===== config.mk =====
export PLATFORM = sky130hd
export DESIGN_NAME = tuner_ctrl_search_sweep
export DESIGN_NICKNAME = d
export VERILOG_FILES = /design/src/rtl/tuner_phy_pkg.sv /design/src/rtl/tuner_search_peak_track.sv /design/src/rtl/tuner_ctrl_search_sweep.sv
export SDC_FILE = /design/constraint.sdc
export NUM_CORES = 1
export LEC_CHECK = 0
export ABC_AREA = 1
export BUFFER_PORTS_ARGS = -buffer_cell sky130_fd_sc_hd__buf_4
export CORE_MARGIN = 2
export CORE_UTILIZATION = 49
export DETAILED_ROUTE_END_ITERATION = 10
export HOLD_SLACK_MARGIN = 0.15
export PLACE_DENSITY = 0.87
export SLEW_MARGIN = 25
export SYNTH_ARGS = -nofsm -noshare
export SYNTH_HDL_FRONTEND = slang
export SYNTH_SLANG_ARGS = --single-unit

===== constraint.sdc =====
create_clock -name i_clk -period 2.75 [get_ports i_clk]
set_input_delay 0.275 -clock i_clk [delete_from_list [all_inputs] [get_ports i_clk]]
set_output_delay 0.275 -clock i_clk [all_outputs]
set_load 0.02 [all_outputs]

===== src/rtl/tuner_phy_pkg.sv =====
// Shared types and constants for the ring-tuner control slice.
// Contents:
//   tuner_search_state_e  state encoding of the search/sweep controller
//   SearchStepMin         smallest sweep increment; a programmed step of 0 maps here
package tuner_phy_pkg;

  typedef enum logic [2:0] {
    SEARCH_IDLE,
    SEARCH_REFRESH,
    SEARCH_TUNE,
    SEARCH_COMMIT,
    SEARCH_DONE
  } tuner_search_state_e;

  localparam int SearchStepMin = 1;

endpackage


===== src/rtl/tuner_search_peak_track.sv =====
// Peak tracker for the tuner sweep: remembers the highest committed power and
// the code it was measured at.
// Ports:
//   i_clk, i_rst  clock, asynchronous active-high reset
//   clr           restart tracking; peak_pwr <= 0, peak_code <= code, no valid peak
//   upd           a committed (pwr, code) pair is presented
//   pwr           committed power
//   code          committed code on upd, sweep start code on clr
//   peak_pwr      highest power seen since clr
//   peak_code     code paired with peak_pwr
module tuner_search_peak_track #(
  parameter int ADC_WIDTH = 8,
  parameter int DAC_WIDTH = 8
) (
  input  logic                 i_clk,
  input  logic                 i_rst,
  input  logic                 clr,
  input  logic                 upd,
  input  logic [ADC_WIDTH-1:0] pwr,
  input  logic [DAC_WIDTH-1:0] code,
  output logic [ADC_WIDTH-1:0] peak_pwr,
  output logic [DAC_WIDTH-1:0] peak_code
);

  logic peak_valid;
  logic take;

  // Strict compare so that a tie keeps the earlier code; the first commit
  // after clr always wins, even at power 0.
  assign take = upd && (!peak_valid || (pwr > peak_pwr));

  always_ff @(posedge i_clk or posedge i_rst) begin
    if (i_rst) begin
      peak_pwr   <= '0;
      peak_code  <= '0;
      peak_valid <= 1'b0;
    end else if (clr) begin
      peak_pwr   <= '0;
      peak_code  <= code;
      peak_valid <= 1'b0;
    end else if (upd) begin
      peak_valid <= 1'b1;
      if (take) begin
        peak_pwr  <= pwr;
        peak_code <= code;
      end
    end
  end

endmodule


===== src/rtl/tuner_ctrl_search_sweep.sv =====
// Ring-tuner search sweep. Steps the tuner DAC code across a programmed window,
// issuing one tune request per point on the arbiter tune/commit handshake and
// collecting the committed (code, power) pairs; the strongest pair is reported.
// Ports:
//   i_clk, i_rst              clock, asynchronous active-high reset
//   i_search_start/abort      start pulse (IDLE/DONE only) / abort to IDLE
//   i_code_start/end/step     sweep window, captured when a start is accepted
//   o_ctrl_active             power-detect enable (REFRESH, TUNE, COMMIT)
//   o_ctrl_refresh            one-cycle pulse at sweep start
//   o_ctrl_tune_val/_rdy      tune request handshake, o_ctrl_ring_tune = code
//   i_ctrl_commit_val/o_..rdy commit handshake carrying pwr and code
//   o_search_busy/done        sweep in progress / sweep finished
//   o_peak_pwr/code           strongest committed pair, live during the sweep
//
// state          | meaning
// SEARCH_IDLE    | waiting for start
// SEARCH_REFRESH | load code and window, clear peak, pulse refresh
// SEARCH_TUNE    | tune request for the current code outstanding
// SEARCH_COMMIT  | waiting for the commit of the current code
// SEARCH_DONE    | sweep finished, peak outputs final
module tuner_ctrl_search_sweep
  import tuner_phy_pkg::*;
#(
  parameter int DAC_WIDTH = 8,
  parameter int ADC_WIDTH = 8
) (
  input  logic                 i_clk,
  input  logic                 i_rst,
  input  logic                 i_search_start,
  input  logic                 i_search_abort,
  input  logic [DAC_WIDTH-1:0] i_code_start,
  input  logic [DAC_WIDTH-1:0] i_code_end,
  input  logic [DAC_WIDTH-1:0] i_code_step,
  output logic                 o_ctrl_active,
  output logic                 o_ctrl_refresh,
  output logic                 o_ctrl_tune_val,
  input  logic                 i_ctrl_tune_rdy,
  output logic [DAC_WIDTH-1:0] o_ctrl_ring_tune,
  input  logic                 i_ctrl_commit_val,
  output logic                 o_ctrl_commit_rdy,
  input  logic [ADC_WIDTH-1:0] i_ctrl_pwr_commit,
  input  logic [DAC_WIDTH-1:0] i_ctrl_ring_tune_commit,
  output logic                 o_search_busy,
  output logic                 o_search_done,
  output logic [ADC_WIDTH-1:0] o_peak_pwr,
  output logic [DAC_WIDTH-1:0] o_peak_code
);

  tuner_search_state_e state_q, state_d;

  logic [DAC_WIDTH-1:0] code_q;
  logic [DAC_WIDTH-1:0] start_q;
  logic [DAC_WIDTH-1:0] end_q;
  logic [DAC_WIDTH-1:0] step_q;
  logic [DAC_WIDTH:0]   nxt;
  logic                 last;
  logic                 start_ok;
  logic                 tune_fire;
  logic                 commit_fire;
  logic                 peak_clr;
  logic                 peak_upd;
  logic [DAC_WIDTH-1:0] peak_code_in;

  assign start_ok    = i_search_start &&
                       ((state_q == SEARCH_IDLE) || (state_q == SEARCH_DONE));
  assign tune_fire   = (state_q == SEARCH_TUNE) && i_ctrl_tune_rdy;
  assign commit_fire = (state_q == SEARCH_COMMIT) && i_ctrl_commit_val;

  // One extra bit keeps the carry: a step past the top of the code range ends
  // the sweep instead of wrapping back to a low code.
  assign nxt  = {1'b0, code_q} + {1'b0, step_q};
  assign last = (nxt > {1'b0, end_q}) || (code_q >= end_q);

  always_ff @(posedge i_clk or posedge i_rst) begin
    if (i_rst) begin
      state_q <= SEARCH_IDLE;
    end else begin
      state_q <= state_d;
    end
  end

  always_comb begin
    state_d = state_q;
    if (i_search_abort) begin
      state_d = SEARCH_IDLE;
    end else begin
      case (state_q)
        SEARCH_IDLE:    if (start_ok) state_d = SEARCH_REFRESH;
        SEARCH_REFRESH: state_d = SEARCH_TUNE;
        SEARCH_TUNE:    if (tune_fire) state_d = SEARCH_COMMIT;
        SEARCH_COMMIT:  if (commit_fire) state_d = last ? SEARCH_DONE : SEARCH_TUNE;
        SEARCH_DONE:    if (start_ok) state_d = SEARCH_REFRESH;
        default:        state_d = SEARCH_IDLE;
      endcase
    end
  end

  // Handshake outputs decode the state register only, so the arbiter never
  // sees a combinational loop through val/rdy.
  assign o_ctrl_active     = (state_q == SEARCH_REFRESH) || (state_q == SEARCH_TUNE) ||
                             (state_q == SEARCH_COMMIT);
  assign o_ctrl_refresh    = (state_q == SEARCH_REFRESH);
  assign o_ctrl_tune_val   = (state_q == SEARCH_TUNE);
  assign o_ctrl_commit_rdy = (state_q == SEARCH_COMMIT);
  assign o_search_busy     = (state_q != SEARCH_IDLE) && (state_q != SEARCH_DONE);
  assign o_search_done     = (state_q == SEARCH_DONE);
  assign o_ctrl_ring_tune  = code_q;

  always_ff @(posedge i_clk or posedge i_rst) begin
    if (i_rst) begin
      start_q <= '0;
      end_q   <= '0;
      step_q  <= '0;
    end else if (start_ok && !i_search_abort) begin
      start_q <= i_code_start;
      end_q   <= i_code_end;
      step_q  <= (i_code_step == '0) ? DAC_WIDTH'(SearchStepMin) : i_code_step;
    end
  end

  // The code register is left at the final point after the sweep ends.
  always_ff @(posedge i_clk or posedge i_rst) begin
    if (i_rst) begin
      code_q <= '0;
    end else if (!i_search_abort) begin
      if (state_q == SEARCH_REFRESH) begin
        code_q <= start_q;
      end else if (commit_fire && !last) begin
        code_q <= nxt[DAC_WIDTH-1:0];
      end
    end
  end

  // A commit that coincides with abort is dropped so the peak survives intact.
  assign peak_clr     = (state_q == SEARCH_REFRESH) && !i_search_abort;
  assign peak_upd     = commit_fire && !i_search_abort;
  assign peak_code_in = peak_clr ? start_q : i_ctrl_ring_tune_commit;

  tuner_search_peak_track #(
    .ADC_WIDTH(ADC_WIDTH),
    .DAC_WIDTH(DAC_WIDTH)
  ) u_peak (
    .i_clk    (i_clk),
    .i_rst    (i_rst),
    .clr      (peak_clr),
    .upd      (peak_upd),
    .pwr      (i_ctrl_pwr_commit),
    .code     (peak_code_in),
    .peak_pwr (o_peak_pwr),
    .peak_code(o_peak_code)
  );

endmodule


==> impl_metrics.py, run 1 <==
metrics = {
    "routing": {
        "drtPass1Iterations": 5,
        "wire_per_inst_um": 14.06,
        "drc_errors": 0,
        "drt_iter0_drc": 194,
        "num_vias": 3061,
        "ant_nets": 0,
        "routed_via_density": 5.179,
        "wl_um": 8312,
    },
    "worst_setup_path": {
        "worstReg2RegStart": "step_q[0]$_DFFE_PP0P_",
        "crit_path_end_kind": "register",
        "r2r-end": "o_ctrl_ring_tune[2]$_DFFE_PP0P_",
        "worstSetupPathDepth": 18,
        "cp-startpoint": "step_q[0]$_DFFE_PP0P_",
        "critPathCapture": "o_ctrl_ring_tune[2]$_DFFE_PP0P_",
        "critPathRequiredTime_ns": 2.96,
        "path_class": "register to register",
        "path_cells": "ha_4, fa_2, nand3_4, nand3_4, nand2_2, o21bai_1, xor2_1, inv_1, ha_4, nand2_1, inv_1, nand4_1, nand2_2, nand3_4, nand2_4, nand2_8, nand2_2, nand2_1",
        "slowest_stage": "dfrtp_1",
        "startpoint_type": "register",
        "worst-r2r-setup-slack_ns": -0.12,
        "crit_fanout": 8,
        "crit_family": "simple AND/OR/NAND/NOR gates",
        "crit_buf_inv": 2,
        "cpPeakStageDelay_ns": 0.43,
        "crit_arrival_ns": 3.08,
        "worst_r2r_path_depth": 18,
    },
    "grt": {
        "grtUsageMet3_pct": 2.918,
        "grt_max_degree": 28,
        "antenna_found_initial": 0,
        "grt.overflow.total": 0,
        "grt_pass1_vias": 2827,
        "grt.total_usage_pct": 22.44,
        "busiest_layer": "met2",
        "grtUsageMet2_pct": 36.08,
        "grt_use_met1_pct": 31.29,
        "grt_pass1_wl_um": 13050,
    },
    "floorplan": {
        "core_area_um2": 6386,
        "io_pins": 76,
        "dieArea_um2": 7277,
        "initial_core_util_pct": 50.72,
        "die_y_um": 85.31,
        "dieWidth_um": 85.31,
        "num_rows": 29,
    },
    "clock_network": {
        "htreeDepth": 2,
        "cts_tree": "yes",
        "clk_path_buf_depth": 2,
        "numCtsBuffers": 5,
        "cts.sinks": 52,
        "path_clk_slew_ns": 0.09,
        "cts_root_buf": "clkbuf_8",
        "insertion_delay_ns": 0.31,
    },
    "cells_and_area": {
        "postLayoutCoreUtil_pct": 67.16,
        "layout-drive-gt1-share_pct": 29.57,
        "area_growth_pct": 32.41,
        "nets": 592,
        "finalNonFillerCells": 591,
        "antenna_cells": 0,
        "final_cell_area_um2": 4289,
    },
    "timing": {
        "fin_skew_ns": 0.007178,
        "fin_crit_sh_pct": 104.5,
        "report.final.slew_viol_count": 0,
        "tightest_slew_ns": 0.5492,
        "maxSlewHeadroom_pct": 63.18,
        "hold_violations": 0,
        "fmax_ghz": 0.3481,
        "period_minus_slack_ns": 2.873,
        "rsz0062_at_grt": "true",
        "setup_ws_ns": -0.1227,
        "timing.final.setup_violations": 10,
    },
    "place": {
        "dp.cells": 576,
        "hpwl_um": 6264,
        "placed_cell_area_um2": 4001,
        "io_buffers": 75,
        "dpl_worst_slack_ns": -0.09049,
        "gp_congestion": 0.9290,
    },
    "power": {
        "p_per_area_nw_per_um2": 1270,
        "irDropWorstVdd_uv": 662.8,
        "p_leak_nw": 2.313,
    },
    "logic_synthesis": {
        "synthTopCellsByArea": "dfrtp_1 (40%), nand2_1 (18%), ha_1 (12%), inv_1 (5.6%), nand3_1 (4.2%)",
        "ys_seq_area_share_pct": 40.17,
        "synth-edff-count": 0,
        "syn_area_um2": 3239,
        "synthDistinctLibCells": 33,
        "synthTopCellsByCount": "nand2_1 (154), dfrtp_1 (52), inv_1 (48)",
        "yosys.area.top_type_share_pct": 40.17,
        "synthCells": 413,
        "ys_async_sr_fraction_pct": 100.0,
        "yosysMostFrequentCell": "nand2_1",
        "synth_nets": 492,
        "avgSynthCellArea_um2": 7.843,
        "ys_ff_latch": 52,
        "synth_top_cell_by_area": "dfrtp_1",
        "synth-warning-count": 0,
        "ys.flop_type": "dfrtp_1",
    },
    "min_path": {
        "hp-class": "input pin to register",
        "worstHoldStart": "i_code_end[0]",
    },
    "status": {
        "status": "complete, but fails checks",
        "violations": "setup timing",
    },
    "run": {
        "maxCapViolCount": 0,
    },
}
[what timing repair did]
action / in CTS / in global routing
hold buffers: 2 / 0
buffers inserted: 1 / 3
resized for setup: 11 / 15
endpoints found under the hold margin: 53 / 0
gates cloned: 1 / 0
pin swaps: 9 / 9
setup endpoints to repair: 9 / 10
[cells in the final DEF, fill, tap and decap left out, drive strengths merged]
| cell | Yosys | routed |
|---|---|---|
| fa | 1 | 1 |
| o31ai | 2 | 2 |
| o21bai | 2 | 2 |
| dlygate4sd3 | 0 | 2 |
| xnor2 | 1 | 1 |
| xor2 | 4 | 4 |
| o211ai | 2 | 2 |
| buf | 5 | 98 |
| clkbuf | 3 | 5 |
| nor3 | 5 | 5 |
| dfrtp | 52 | 52 |
| o21ai | 31 | 31 |
| mux2i | 6 | 6 |
| nor2 | 10 | 10 |
| a41oi | 1 | 1 |
| inv | 55 | 56 |
| nand2 | 158 | 159 |
| nor4 | 1 | 1 |
| a21oi | 11 | 11 |
| ha | 32 | 32 |
| nand3 | 28 | 28 |
| nand4 | 2 | 2 |
| clkinv | 1 | 3 |
[sequential cells by signal (all words and copies together) (netlist names)]
| name | count |
|---|---|
| end_q | 8 |
| state_q | 3 |
| u_peak.peak_pwr | 8 |
| o_ctrl_ring_tune | 8 |
| start_q | 8 |
| u_peak.peak_valid | 1 |
| u_peak.peak_code | 8 |
| step_q | 8 |
[power breakdown]
group          total [mW]  internal, mW  switching [mW]  leakage (nW)
Sequential           1.35          1.09           0.255         0.663
Combinational        3.64          1.52            2.12          1.60
Clock               0.458         0.183           0.274        0.0485
Total                5.45          2.80            2.65          2.31
[kinds of logic (layout without fill, tap and decap cells)]
logic type,count (synthesis),after routing,synth area share (%)
adder cells (fa/ha/maj),33,33,12.98
buffers and inverters,64,164,8.073
XOR/XNOR,5,5,1.352
AND/OR/NAND/NOR,204,205,26.73
multiplexers,6,6,1.854
flip-flops,52,52,40.17
AO/OA/AOI/OAI,49,49,8.845
[worst reg2reg max path, stage by stage (launching register included)]
cell      delay (ns)
dfrtp_1         0.43
ha_4            0.18
fa_2            0.38
nand3_4         0.10
nand3_4         0.09
nand2_2         0.08
o21bai_1        0.07
xor2_1          0.20
inv_1           0.10
ha_4            0.28
nand2_1         0.06
inv_1           0.08
nand4_1         0.16
nand2_2         0.11
nand3_4         0.10
nand2_4         0.15
nand2_8         0.09
nand2_2         0.07
nand2_1         0.04
[through the flow]
| stage | setup TNS (ns) | power, mW | hold slack [ns] |
|---|---|---|---|
| finish | -1.037 | 5.449 | 0.1596 |
| global route | -2.433 | 5.888 | 0.1617 |
| CTS | -0.009122 | 5.098 | 0.1513 |
| detailed placement | -0.6951 | 4.408 | 0.3673 |
| global placement | -0.0004357 | 4.291 | 0.3626 |
| floorplan | 0 | 3.323 | 0.3916 |
[per-layer routing]
metal  share of wire (%)  routed length [um]
met4                 1.6                 136
met5                   0                   0
met3                 5.7                 471
met2                  49                4101
met1                  43                3602
[worst min path at each step]
stage | to | slack, ns | depth (start not counted)
finish | end_q[0]$_DFFE_PP0P_ | 0.16 | 3
global route | start_q[7]$_DFFE_PP0P_ | 0.16 | 3
floorplan | step_q[4]$_DFFE_PP0P_ | 0.39 | 2
CTS | start_q[7]$_DFFE_PP0P_ | 0.15 | 3
detailed placement | u_peak.peak_code[4]$_DFFE_PP0P_ | 0.37 | 3
global placement | u_peak.peak_code[4]$_DFFE_PP0P_ | 0.36 | 3
[final cells by class]
class	count	area (um^2)
inverter	56	210.2
tap	77	96.34
clock buffer	5	68.82
multi-input combinational	298	1833
timing repair buffer	100	755.7
fill	527	2097
clock inverter	3	22.52
sequential	52	1303
Note: power is estimated with default switching activity, not from simulation.
==> inputs of run 2 (changes only) <==
--- a/config.mk
+++ b/config.mk
@@ -6,12 +6,11 @@
 export NUM_CORES = 1
 export LEC_CHECK = 0
 export ABC_AREA = 1
-export BUFFER_PORTS_ARGS = -buffer_cell sky130_fd_sc_hd__buf_4
 export CORE_MARGIN = 2
-export CORE_UTILIZATION = 49
+export CORE_UTILIZATION = 58
 export DETAILED_ROUTE_END_ITERATION = 10
-export HOLD_SLACK_MARGIN = 0.15
-export PLACE_DENSITY = 0.87
+export DONT_BUFFER_PORTS = 1
+export PLACE_DENSITY = 0.86
 export SLEW_MARGIN = 25
 export SYNTH_ARGS = -nofsm -noshare
 export SYNTH_HDL_FRONTEND = slang
==> impl_metrics.py, run 2 (synthesis results as in run 1) <==
metrics = {
    "routing": {
        "ant_nets": 0,
        "drc_errors": 0,
        "num_vias": 2726,
        "drt_iter0_drc": 160,
        "wire_per_inst_um": 14.91,
        "wl_um": 7471,
        "drtPass1Iterations": 4,
        "routed_via_density": 5.441,
    },
    "grt": {
        "grt_pass1_wl_um": 12230,
        "grt_pass1_vias": 2654,
        "grt.total_usage_pct": 25.31,
        "grt.overflow.total": 0,
        "antenna_found_initial": 0,
        "grt_max_degree": 29,
    },
    "floorplan": {
        "die_y_um": 78.74,
        "dieWidth_um": 78.74,
        "num_rows": 27,
        "core_area_um2": 5439,
        "io_pins": 76,
        "dieArea_um2": 6199,
        "initial_core_util_pct": 59.56,
    },
    "clock_network": {
        "numCtsBuffers": 5,
        "cts.sinks": 52,
        "insertion_delay_ns": 0.31,
        "clk_path_buf_depth": 2,
        "cts_tree": "yes",
        "path_clk_slew_ns": 0.10,
        "cts_root_buf": "clkbuf_8",
        "htreeDepth": 2,
    },
    "cells_and_area": {
        "nets": 507,
        "layout-drive-gt1-share_pct": 16.08,
        "final_cell_mix": "nand2_1 (150), dfrtp_1 (50), inv_1 (46)",
        "final_common_cell": "nand2_1",
        "n_fill_cell": 467,
        "antenna_cells": 0,
        "area_growth_pct": 12.13,
        "final_cell_area_um2": 3632,
    },
    "timing": {
        "hold_violations": 0,
        "tightest_slew_ns": 0.5902,
        "fin_crit_sh_pct": 101.5,
        "timing.final.setup_violations": 8,
        "holdWs_ns": 0.07614,
        "report.final.slew_viol_count": 0,
        "period_minus_slack_ns": 2.792,
        "setup_ws_ns": -0.04227,
        "rsz0062_at_grt": "true",
        "fmax_ghz": 0.3581,
        "maxSlewHeadroom_pct": 60.60,
        "fin_tns_setup_ns": -0.2070,
        "fin_skew_ns": 0.006764,
    },
    "worst_setup_path": {
        "crit_fanout": 8,
        "crit_arrival_ns": 3.00,
        "path_class": "register to register",
        "crit_path_end_kind": "register",
        "startpoint_type": "register",
        "critPathRequiredTime_ns": 2.95,
    },
    "place": {
        "placed_cell_area_um2": 3406,
        "gp_congestion": 0.9514,
        "hpwl_um": 5780,
        "io_buffers": 0,
    },
    "run": {
        "maxCapViolCount": 0,
    },
    "power": {
        "power_mw": 4.927,
        "clockPowerShare_pct": 9.0,
        "p_per_area_nw_per_um2": 1356,
        "swShare_pct": 50.06,
        "irDropWorstVdd_uv": 660.5,
        "p_seq_share_pct": 30.1,
        "intPower_mw": 2.461,
        "p_switching_mw": 2.466,
        "p_leak_nw": 1.899,
        "p_comb_share_pct": 60.9,
    },
    "status": {
        "violations": "setup timing",
        "status": "complete, but fails checks",
    },
    "min_path": {
        "hp-class": "input pin to register",
    },
}
run 2: power groups by stage:
| stage | clock, mW | combinational [mW] | sequential, mW |
|---|---|---|---|
| final | 0.444 | 3.00 | 1.48 |
| after detailed placement | 0 | 2.62 | 1.48 |
| after global placement | 0 | 2.53 | 1.47 |
| after global routing | 0.489 | 3.39 | 1.52 |
| after floorplan | 0 | 1.85 | 1.47 |
| after CTS | 0.459 | 2.69 | 1.47 |
run 2: worst paths after layout:
check / startpoint / endpoint / slack (ns) / cells after the start
min in group asynchronous: i_rst / end_q[4]$_DFFE_PP0P_ / 0.49 / 2
hold / removal: i_code_start[4] / start_q[4]$_DFFE_PP0P_ / 0.08 / 2
max in group asynchronous: i_rst / end_q[7]$_DFFE_PP0P_ / 1.53 / 3
hold reg to reg: step_q[4]$_DFFE_PP0P_ / step_q[4]$_DFFE_PP0P_ / 0.48 / 2
setup / recovery: step_q[0]$_DFFE_PP0P_ / o_ctrl_ring_tune[2]$_DFFE_PP0P_ / -0.04 / 21
setup reg to reg: step_q[0]$_DFFE_PP0P_ / o_ctrl_ring_tune[2]$_DFFE_PP0P_ / -0.04 / 21
run 2: layer usage:
metal / GRT usage (%) / share of wire (%) / vias to the layer above
met4: 7.895 / 1.7 / 0
met3: 6.250 / 6.8 / 9
met2: 41.03 / 47 / 83
li1: - / - / 1349
met5: 0 / 0 / -
met1: 33.61 / 45 / 1285
run 2: critical path, cell delays in order, from the launching register on:
cell and delay [ns]:
dfrtp_1 0.43, ha_4 0.18, fa_2 0.35, nand3_2 0.08
nand3_2 0.08, nand2_2 0.07, o21bai_1 0.08, xor2_1 0.18
inv_1 0.10, ha_4 0.26, nand2_2 0.07, inv_2 0.04
nand2_1 0.05, nand2_1 0.05, nand2_1 0.06, nand2_1 0.05
nand2_1 0.07, nand3_2 0.11, nand2_4 0.13, nand2_4 0.10
nand2_1 0.09, nand2_1 0.05
run 2: through the flow:
stage	std cells	setup slack, ns	util (%)
4_1_cts	500	0.006243	65.06
3_3_place_gp	490	0.03500	62.62
6_report	501	-0.04227	66.78
3_5_place_dp	490	-0.06553	62.62
5_1_grt	501	-0.2175	66.78
2_1_floorplan	413	0.02245	-
run 2: area by class of cell:
cell class	instances	area, um^2	share of cell area (%)
multi-input combinational	297	1803	49.64
clock inverter	3	21.27	0.5856
sequential	52	1304	35.89
clock buffer	5	68.82	1.895
timing repair buffer	16	135.1	3.720
tap	72	90.09	2.480
inverter	56	210.2	5.787
run 2: timing repair:
| action | in CTS | in global routing |
|---|---|---|
| gates resized for setup | 5 | 19 |
| setup endpoints to repair | 8 | 10 |
| hold buffers | 1 | 0 |
| pin swaps | 3 | 15 |
| hold endpoints to repair | 27 | 0 |
| buffers inserted | 1 | 1 |
